### config.mk
export PLATFORM = sky130hd
export DESIGN_NAME = crc_frame_serializer
export DESIGN_NICKNAME = d
export VERILOG_FILES = /design/src/rtl/crc_frame_serializer_pkg.sv /design/src/rtl/crc_frame_serializer_lfsr.sv /design/src/rtl/crc_frame_serializer.sv
export SDC_FILE = /design/constraint.sdc
export NUM_CORES = 1
export LEC_CHECK = 0
export ABC_AREA = 1
export ABC_CLOCK_PERIOD_IN_PS = 4200
export CAP_MARGIN = 20
export CORE_ASPECT_RATIO = 1.25
export CORE_MARGIN = 5
export CORE_UTILIZATION = 56
export CTS_BUF_LIST = sky130_fd_sc_hd__clkbuf_16
export CTS_CLUSTER_SIZE = 16
export DETAILED_ROUTE_END_ITERATION = 10
export GPL_TIMING_DRIVEN = 0
export HOLD_SLACK_MARGIN = 0.05
export PLACE_DENSITY = 0.84
export SLEW_MARGIN = 5
export SYNTH_ARGS = -nofsm -noshare
export SYNTH_HDL_FRONTEND = slang
export SYNTH_SLANG_ARGS = --single-unit
### constraint.sdc
create_clock -name clk -period 4.2 [get_ports clk]
set_input_delay 0.84 -clock clk [delete_from_list [all_inputs] [get_ports clk]]
set_output_delay 0.84 -clock clk [all_outputs]
set_load 0.02 [all_outputs]
### src/rtl/crc_frame_serializer_pkg.sv
// Shared widths, polynomial, FSM encoding and the
// single-step CRC-9 update used by the serializer.
package crc_frame_serializer_pkg;

  localparam int MSG_W = 10;
  localparam int CRC_W = 9;
  localparam int CNT_W = 4;

  localparam logic [CRC_W-1:0] POLY = 9'h103;

  localparam logic [CNT_W-1:0] CNT_MSG = CNT_W'(MSG_W - 1);
  localparam logic [CNT_W-1:0] CNT_CRC = CNT_W'(CRC_W - 1);

  typedef enum logic [1:0] {
    ST_IDLE = 2'd0,
    ST_MSG  = 2'd1,
    ST_CRC  = 2'd2
  } state_t;

  function automatic logic [CRC_W-1:0] crc_step(
    input logic [CRC_W-1:0] s,
    input logic             din
  );
    logic fb;
    fb = din ^ s[CRC_W-1];
    return {s[CRC_W-2:0], 1'b0} ^ (fb ? POLY : '0);
  endfunction

endpackage

### src/rtl/crc_frame_serializer_lfsr.sv
// Serial CRC-9 division register: absorbs message bits,
// then shifts the remainder out MSB first.
module crc_lfsr_serial
  import crc_frame_serializer_pkg::*;
(
  input  logic             clk,
  input  logic             reset,
  input  logic             clr,
  input  logic             step,
  input  logic             shift_out,
  input  logic             din,
  output logic [CRC_W-1:0] state
);

  // Division step while absorbing, plain shift while emitting.
  always_ff @(posedge clk) begin
    if (reset || clr) begin
      state <= '0;
    end else if (step) begin
      state <= crc_step(state, din);
    end else if (shift_out) begin
      state <= {state[CRC_W-2:0], 1'b0};
    end
  end

endmodule

### src/rtl/crc_frame_serializer.sv
// Frame serializer: one parallel word in, message bits then
// CRC-9 remainder out serially with sof/eof/crc markers.
module crc_frame_serializer
  import crc_frame_serializer_pkg::*;
(
  input  logic             clk,
  input  logic             reset,
  input  logic             in_valid,
  output logic             in_ready,
  input  logic [MSG_W-1:0] in_data,
  output logic             out_valid,
  input  logic             out_ready,
  output logic             out_bit,
  output logic             out_sof,
  output logic             out_eof,
  output logic             out_is_crc,
  output logic [CRC_W-1:0] crc_out,
  output logic             crc_done
);

  state_t             state_q;
  state_t             state_d;
  logic [MSG_W-1:0]   msg_sh;
  logic [CNT_W-1:0]   cnt;
  logic [CRC_W-1:0]   lfsr;
  logic               lfsr_clr;
  logic               lfsr_step;
  logic               lfsr_shift;
  logic               is_idle;
  logic               is_msg;
  logic               is_crc;
  logic               beat;

  assign is_idle = (state_q == ST_IDLE);
  assign is_msg  = (state_q == ST_MSG);
  assign is_crc  = (state_q == ST_CRC);
  assign beat    = out_valid & out_ready;

  assign in_ready   = is_idle;
  assign out_valid  = is_msg | is_crc;
  assign out_bit    = is_msg ? msg_sh[MSG_W-1]
                             : (is_crc & lfsr[CRC_W-1]);
  assign out_sof    = is_msg & (cnt == CNT_MSG);
  assign out_eof    = is_crc & (cnt == '0);
  assign out_is_crc = is_crc;

  crc_lfsr_serial u_lfsr (
    .clk       (clk),
    .reset     (reset),
    .clr       (lfsr_clr),
    .step      (lfsr_step),
    .shift_out (lfsr_shift),
    .din       (out_bit),
    .state     (lfsr)
  );

  // State register.
  always_ff @(posedge clk) begin
    if (reset) state_q <= ST_IDLE;
    else       state_q <= state_d;
  end

  // Next-state and LFSR control decode.
  always_comb begin
    state_d    = state_q;
    lfsr_clr   = 1'b0;
    lfsr_step  = 1'b0;
    lfsr_shift = 1'b0;
    unique case (1'b1)
      is_idle: begin
        if (in_valid) begin
          state_d  = ST_MSG;
          lfsr_clr = 1'b1;
        end
      end
      is_msg: begin
        if (beat) begin
          lfsr_step = 1'b1;
          if (cnt == '0) state_d = ST_CRC;
        end
      end
      is_crc: begin
        if (beat) begin
          lfsr_shift = 1'b1;
          if (cnt == '0) state_d = ST_IDLE;
        end
      end
      default: state_d = ST_IDLE;
    endcase
  end

  // Message shifter, beat counter and CRC status registers.
  always_ff @(posedge clk) begin
    if (reset) begin
      msg_sh   <= '0;
      cnt      <= '0;
      crc_out  <= '0;
      crc_done <= 1'b0;
    end else begin
      crc_done <= 1'b0;
      if (is_idle && in_valid) begin
        msg_sh <= in_data;
        cnt    <= CNT_MSG;
      end else if (is_msg && beat) begin
        msg_sh <= {msg_sh[MSG_W-2:0], 1'b0};
        if (cnt == '0) begin
          cnt     <= CNT_CRC;
          crc_out <= crc_step(lfsr, out_bit);
        end else begin
          cnt <= cnt - 1'b1;
        end
      end else if (is_crc && beat) begin
        if (cnt == '0) crc_done <= 1'b1;
        else           cnt      <= cnt - 1'b1;
      end
    end
  end

endmodule
Word level (Yosys, flattened, before mapping) --
Index checks and enable logic that the tools add are counted.
Word-level totals: register bits after elaboration 35, output and inout bits 16, logic and storage cells 66
Cells by class: $add $sub $neg 1, equal/unequal tests 10, mux-type cells 23, bitwise logic cells 9, reductions and logical operators 16
Operators with widths (count):
- two-way mux 9 bit | 3
- two-way mux 10 bit | 2
- two-way mux 4 bit | 5
- two-way mux 2 bit | 5
- inequality test 2 x 1 -> 1 bit (second input constant) | 5
- bitwise XOR 9 bit | 1
- two-way mux 1 bit | 7
- case mux 2 bit (3 select lines) | 1
- nonzero test 2 bit | 3
- AND reduction 5 bit | 1
- bitwise AND 1 bit | 4
- == test 4 bit (second input constant) | 1
- zero test 4 bit | 1
- AND reduction 2 bit | 2
- OR reduction 4 bit | 1
- subtractor 4 x 1 -> 4 bit (second input constant) | 1
- logical AND 1 bit | 3
- inequality test 3 x 1 -> 1 bit (second input constant) | 1
- AND reduction 3 bit | 1
- nonzero test 3 bit | 1
- == test 2 x 1 -> 1 bit (second input constant) | 1
- == test 2 bit (second input constant) | 1
- zero test 2 bit | 1
- inequality test 2 bit (second input constant) | 1
- 5 further kinds | 6

Longest topological paths before layout --
Gate-level depths: netlist (run 1).
depth after elaboration 7, mapped depth 11, depth with buffers taken out 10

Hierarchy --
From an unflattened synthesis (run 1), not the netlist that was laid out.
Unflattened totals: cells, all modules 252, area, all modules 1726.7 um2
By module, submodules not included:
- crc_frame_serializer | times used 1, cells an instance 195, area an instance 1337.5 um2, seq. area each 520.5 um2
- crc_lfsr_serial | times used 1, cells an instance 57, area an instance 389.1 um2, seq. area each 180.2 um2

Least setup slack after synthesis (run 1) --
Ideal clock, no wire load.
path type register to output, from register cnt[0], to output port out_eof, data arrival time 1.147 ns, path slack 2.213 ns, cell stages (with the launch flop) 7, buffers on the path 0, cells stage by stage dfxtp_1 -> inv_1 -> ha_1 -> nand2_1 -> nor2_1 -> inv_1 -> nor2_1
On the way: longest elaborated chain between the ends 2
RTL lines:
- from (decl) | line crc_frame_serializer.sv:24 | logic [CNT_W-1:0] cnt;
- from (signal assigned) | line crc_frame_serializer.sv:110 | cnt <= cnt - 1'b1;
- from (signal assigned) | line crc_frame_serializer.sv:114 | else cnt <= cnt - 1'b1;
- zero test 4 bit | line crc_frame_serializer.sv:44 | assign out_eof = is_crc & (cnt == '0);
- bitwise AND 1 bit | line crc_frame_serializer.sv:44
- to (decl) | line crc_frame_serializer.sv:15 | output logic out_eof,
No other way between the ends.

Worst setup path after layout (run 1) --
Ends and elaborated chain as after synthesis.

==> flow_summary.yaml, run 1 <==
logic_synthesis:
  synth_edf_count: 0
  synth.avg_cell_area_um2: 7.18
  ys_ff_latch: 35
  netlist_area_um2: 1760
  yosysMostFrequentCell: "nand2_1"
  ys_seq_area_share_pct: 39.8
  synth.area.top_cells: "dfxtp_1 (40%), nand2_1 (12%), inv_1 (7.0%), o21ai_0 (6.0%), nor2_1 (5.3%)"
  synth_nets: 266
  synthFlopType: "dfxtp_1"
  yosys.area.top_type: "dfxtp_1"
  async_reset_ff_share_pct: 0
  ys_warn_count: 0
  synth.distinct_cells: 26
  synthesis.instances: 245
  synthTopCellsByCount: "nand2_1 (57), dfxtp_1 (35), inv_1 (33), nor2_1 (25), o21ai_0 (21)"
  synth_top_cell_area_share_pct: 39.8
cells_and_area:
  drive_above_1_share_pct: 7.45
  syn_to_final_growth_pct: 30.0
  fin_nets: 302
  diodes: 0
clocking:
  cts_made_buffers: 5
  holdBufCountCts: 0
  ctsHtreeMaxLevel: 2
  cts_tree: "yes"
  clock_sinks: 35
  insertion_delay_ns: 0.28
  cts_root_buf: "clkbuf_16"
  cts_resized: 0
  path_clk_slew_ns: 0.05
  cts_buffer_depth: 2
  cts_setup_buffers: 0
min_path:
  holdPathEnd: "crc_out[0]"
  hold_start: "crc_out[0]"
  worstHoldPathType: "flop to flop"
  hold_path_depth: 2
route:
  drt_iter0_markers: 47
  drt-vias-per-instance: 5.23
  wl_per_cell_um: 11.7
  first_pass_iters: 4
  vias: 1662
  drtAntennaViolNets: 0
  wirelength_um: 3710
  drc: 0
sta:
  finalCriticalPeriod_ns: 2.81
  finalHoldViolCount: 0
  final_max_slew_viol_count: 0
  fmaxAchievable_mhz: 356
  relSlewSlack_pct: 69.5
  rsz0062_at_grt: "no"
  final.period_utilization_pct: 66.8
  clock_skew_ns: 0.00288
  tightest_slew_ns: 0.456
  finalSetupViolCount: 0
  tns_ns: 0
  hold_slack_ns: 0.462
job:
  drv_cap: 0
setup_path:
  critical_path_class: "flop to primary output"
  ff2ff_path_depth: 7
  cp.required_ns: 3.36
  worst_ep_arrival_time_ns: 1.97
  crit_path_start_kind: "flop"
  cp-end-kind: "primary output"
  r2r-end: "u_lfsr.state[7]"
  crit_fanout: 5
  r2r-start: "state_q[0]"
  r2r_setup_slack_ns: 2.43
power_and_ir_drop:
  switching_share_pct: 35.6
  power_switching_uw: 514
  powerDensity_nw_per_um2: 632
  cellLeakagePower_nw: 0.987
  total_power_mw: 1.45
  p_comb_share_pct: 37.5
  pwr-share-clk_pct: 33.1
  intPower_uw: 932
  vdd.ir_drop.worst_mv: 0.550
  p_seq_share_pct: 29.5
global_route:
  grt.total_usage_pct: 19.0
  antenna_found_initial: 0
  overflow: 0
  grt_pass1_wl_um: 6420
  grt_max_degree: 13
  grt_pass1_vias: 1541
place:
  gp_congestion: 0.805
  dp_hpwl_um: 2690
  buffer_ports.inserted: 29
status:
  status: "finished, final reports clean"
floorplanning:
  die_height_um: 72.7
  rows: 22
  fp.coreArea_um2: 2970
  pin_count: 30
  die_w_um: 60.1
  dieArea_um2: 4370
  initial_core_util_pct: 59.2
[registers in the layout, indices dropped and copies added, names as in the netlist]
signal / cells
cnt: 4
crc_done: 1
crc_out: 9
msg_sh: 10
state_q: 2
u_lfsr.state: 9
[cell families after synthesis]
family / Yosys count / synth area share [%]
buffers and inverters: 41 / 10.1
AND/OR/NAND/NOR: 116 / 30.2
multiplexers: 1 / 0.569
adder cells (fa/ha/maj): 7 / 4.98
flip-flops: 35 / 39.8
AO/OA/AOI/OAI: 45 / 14.3
[power groups by stage]
stage	registers [mW]	logic, mW	clock network (mW)
after CTS	0.425	0.548	0.482
after detailed placement	0.432	0.541	0
after global routing	0.433	0.615	0.494
after global placement	0.431	0.530	0
after floorplan	0.426	0.402	0
final	0.426	0.542	0.478
[per-stage QoR]
stage	util (%)	area [µm²]	std cells	setup slack [ns]
2_1_floorplan	-	1760	245	2.21
3_3_place_gp	70.5	2090	310	1.72
3_5_place_dp	70.5	2090	310	1.68
4_1_cts	76.9	2290	318	1.38
5_1_grt	76.9	2290	318	1.24
6_report	76.9	2290	318	1.39
[metal layers]
metal  vias up  part of all wire, %  GRT usage (%)
li1        869                    -              -
met1       753                   44           22.1
met2        33                   50           33.1
met3         7                  4.6           4.96
met4         0                  1.6           6.65
met5         -                    0              0
[layout by cell type (no fill, tap or decap), types with 5 or more instances in the layout]
master,netlist,layout
clkbuf_16,0,5
inv_1,33,33
a21oi_1,15,15
ha_1,7,7
nand4_1,7,7
nor2_1,25,25
nand3_1,18,18
clkdlybuf4s50_1,0,29
o211ai_1,7,7
nand2_1,57,57
o21ai_0,21,21
dfxtp_1,35,35
[critical path, cell delays in order (launching register included)]
cell,delay (ns)
dfxtp_1,0.31
inv_1,0.13
ha_1,0.23
nand2_1,0.07
nor2_1,0.17
inv_1,0.08
nor2_1,0.09
clkdlybuf4s50_1,0.61
[final cells by class]
type	count	area, µm²
Sequential cell	35	701
Buffer	6	38.8
Clock buffer	5	125
Multi-Input combinational cell	169	881
Timing Repair Buffer	29	290
Fill cell	219	686
Clock inverter	3	67.6
Inverter	35	139
Tap cell	36	45.0
[how the worst max path moves through the flow]
stage | startpoint | endpoint | slack [ns]
3_3_place_gp | cnt[0] | out_eof | 1.72
5_1_grt | cnt[0] | out_eof | 1.24
3_5_place_dp | cnt[0] | out_eof | 1.68
4_1_cts | cnt[0] | out_eof | 1.38
2_1_floorplan | cnt[0] | out_eof | 2.21
6_report | cnt[0] | out_eof | 1.39
(Power assumes the default switching activity.)
==> inputs of run 2 (changes only) <==
--- a/config.mk
+++ b/config.mk
@@ -6,17 +6,17 @@
 export NUM_CORES = 1
 export LEC_CHECK = 0
 export ABC_AREA = 1
-export ABC_CLOCK_PERIOD_IN_PS = 4200
+export ABC_CLOCK_PERIOD_IN_PS = 2400
 export CAP_MARGIN = 20
 export CORE_ASPECT_RATIO = 1.25
 export CORE_MARGIN = 5
-export CORE_UTILIZATION = 56
+export CORE_UTILIZATION = 47
 export CTS_BUF_LIST = sky130_fd_sc_hd__clkbuf_16
 export CTS_CLUSTER_SIZE = 16
 export DETAILED_ROUTE_END_ITERATION = 10
 export GPL_TIMING_DRIVEN = 0
 export HOLD_SLACK_MARGIN = 0.05
-export PLACE_DENSITY = 0.84
+export PLACE_DENSITY = 0.75
 export SLEW_MARGIN = 5
 export SYNTH_ARGS = -nofsm -noshare
 export SYNTH_HDL_FRONTEND = slang
==> constraint.sdc (replaced) <==
create_clock -name clk -period 2.4 [get_ports clk]
set_input_delay 0.48 -clock clk [delete_from_list [all_inputs] [get_ports clk]]
set_output_delay 0.48 -clock clk [all_outputs]
set_load 0.02 [all_outputs]
==> run 2 against run 1 <==
First-iteration DRC count up 47%. Critical path depth unchanged. Critical path type unchanged. Wire length up 0.78%.
==> flow_summary.yaml, run 2 (synthesis gave the netlist of run 1 again) <==
global_route:
  grt_max_degree: 11
  overflow: 0
  grt_pass1_wl_um: 6490
  grt_pass1_vias: 1532
  antenna_found_initial: 0
  grt.total_usage_pct: 16.0
floorplanning:
  dieArea_um2: 5070
  rows: 24
  fp.coreArea_um2: 3540
  pin_count: 30
  initial_core_util_pct: 49.6
  die_height_um: 78.4
  die_w_um: 64.7
clocking:
  insertion_delay_ns: 0.27
  cts_buffer_depth: 2
  cts_root_buf: "clkbuf_16"
  cts_tree: "yes"
  path_clk_slew_ns: 0.05
  holdBufCountCts: 0
  clock_sinks: 35
  ctsHtreeMaxLevel: 2
  cts_made_buffers: 5
cells_and_area:
  syn_to_final_growth_pct: 28.7
  diodes: 0
  postLayoutCoreUtil_pct: 63.9
  largest_reg_flops: 10
  seqCellArea_um2: 701
  fin_nets: 302
  top_regs: "msg_sh (10), crc_out (9), u_lfsr.state (9)"
  multi_input_area_um2: 883
  n_fill_cell: 333
  final_cell_mix: "nand2_1 (57), dfxtp_1 (35), inv_1 (34), clkdlybuf4s50_1 (26), nor2_1 (25)"
  top_register: "msg_sh"
  fin_area_um2: 2260
  final_common_cell: "nand2_1"
  drive_above_1_share_pct: 7.12
status:
  status: "finished, final reports clean"
sta:
  tightest_slew_ns: 0.456
  finalHoldViolCount: 0
  finalSetupViolCount: 0
  finalCriticalPeriod_ns: 2.18
  tns_ns: 0
  clock_skew_ns: 0.00362
  rsz0062_at_grt: "no"
  final_max_slew_viol_count: 0
  final.period_utilization_pct: 91.0
  relSlewSlack_pct: 69.5
  fmaxAchievable_mhz: 458
setup_path:
  worst_ep_arrival_time_ns: 1.70
  crit_fanout: 5
  critical_path_class: "flop to primary output"
  r2r_setup_slack_ns: 0.66
  ff2ff_path_depth: 7
  cp.required_ns: 1.92
  r2r-start: "state_q[0]"
  cp-end-kind: "primary output"
  crit_path_start_kind: "flop"
  r2r-end: "u_lfsr.state[7]"
power_and_ir_drop:
  cellLeakagePower_nw: 1.02
  vdd.ir_drop.worst_mv: 0.519
  intPower_mw: 1.52
  pwr-share-clk_pct: 29.3
  power_switching_uw: 874
  powerDensity_nw_per_um2: 1060
  p_seq_share_pct: 31.2
  switching_share_pct: 36.6
  p_comb_share_pct: 39.5
  total_power_mw: 2.39
route:
  drt-vias-per-instance: 5.05
  drtAntennaViolNets: 0
  drt_iter0_markers: 69
  drc: 0
  vias: 1616
  first_pass_iters: 4
  wirelength_um: 3740
  wl_per_cell_um: 11.7
place:
  gp_congestion: 0.859
  placed_area_um2: 2100
  dp_hpwl_um: 2720
  buffer_ports.inserted: 29
job:
  drv_cap: 0
min_path:
  worstHoldPathType: "flop to flop"
  hold_start: "crc_out[7]"
  hold_path_depth: 2
  holdPathEnd: "crc_out[7]"
run 2: worst max-delay path: stages (launching register included):
cell and delay, ns:
dfxtp_1 0.31, inv_1 0.13, ha_1 0.24, nand2_1 0.07, nor2_1 0.19, inv_1 0.08, nor2_1 0.09, dlygate4sd2_1 0.33
run 2: per-layer routing:
metal	routed length, µm	track usage, %	up-vias	part of all wire (%)
met1	1600	18.4	713	43
met5	0	0	-	0
met3	196	4.14	7	5.2
met4	55	5.71	0	1.5
met2	1880	28.1	31	50
li1	-	-	865	-
run 2: worst max path at each step:
| stage | to | cells past startpoint | startpoint | slack [ns] |
|---|---|---|---|---|
| finish | out_eof | 7 | cnt[0] | 0.22 |
| CTS | out_bit | 6 | state_q[1] | 0.02 |
| detailed placement | out_eof | 7 | cnt[0] | 0.22 |
| global placement | out_eof | 7 | cnt[0] | 0.27 |
| floorplan | u_lfsr.state[1] | 10 | state_q[0] | 0.75 |
| global route | out_eof | 7 | cnt[0] | 0.04 |
run 2: what timing repair did:
item | CTS | global route
setup endpoints to repair | 1 | 2
buffers inserted | 0 | 0
gates resized for setup | 1 | 3
run 2: through the flow:
stage	setup slack, ns	hold slack [ns]	instances
after detailed placement	0.224	0.454	313
final	0.215	0.461	320
after CTS	0.0233	0.463	320
after global placement	0.268	0.453	313
after floorplan	0.751	0.439	245
after global routing	0.0379	0.474	320
run 2: final cells by class:
type	instances	share of cell area (%)
Buffer	6	1.71
Clock buffer	5	5.53
Clock inverter	2	1.49
Inverter	35	6.14
Multi-Input combinational cell	169	39.0
Sequential cell	35	31.0
Tap cell	39	2.16
Timing Repair Buffer	29	13.0
run 2: power groups by stage:
stage | Clock (mW) | Combinational (mW) | Sequential [mW]
floorplan | 0 | 0.703 | 0.746
global placement | 0 | 0.935 | 0.753
detailed placement | 0 | 0.952 | 0.755
CTS | 0.721 | 0.956 | 0.744
global route | 0.742 | 1.08 | 0.758
finish | 0.700 | 0.945 | 0.745
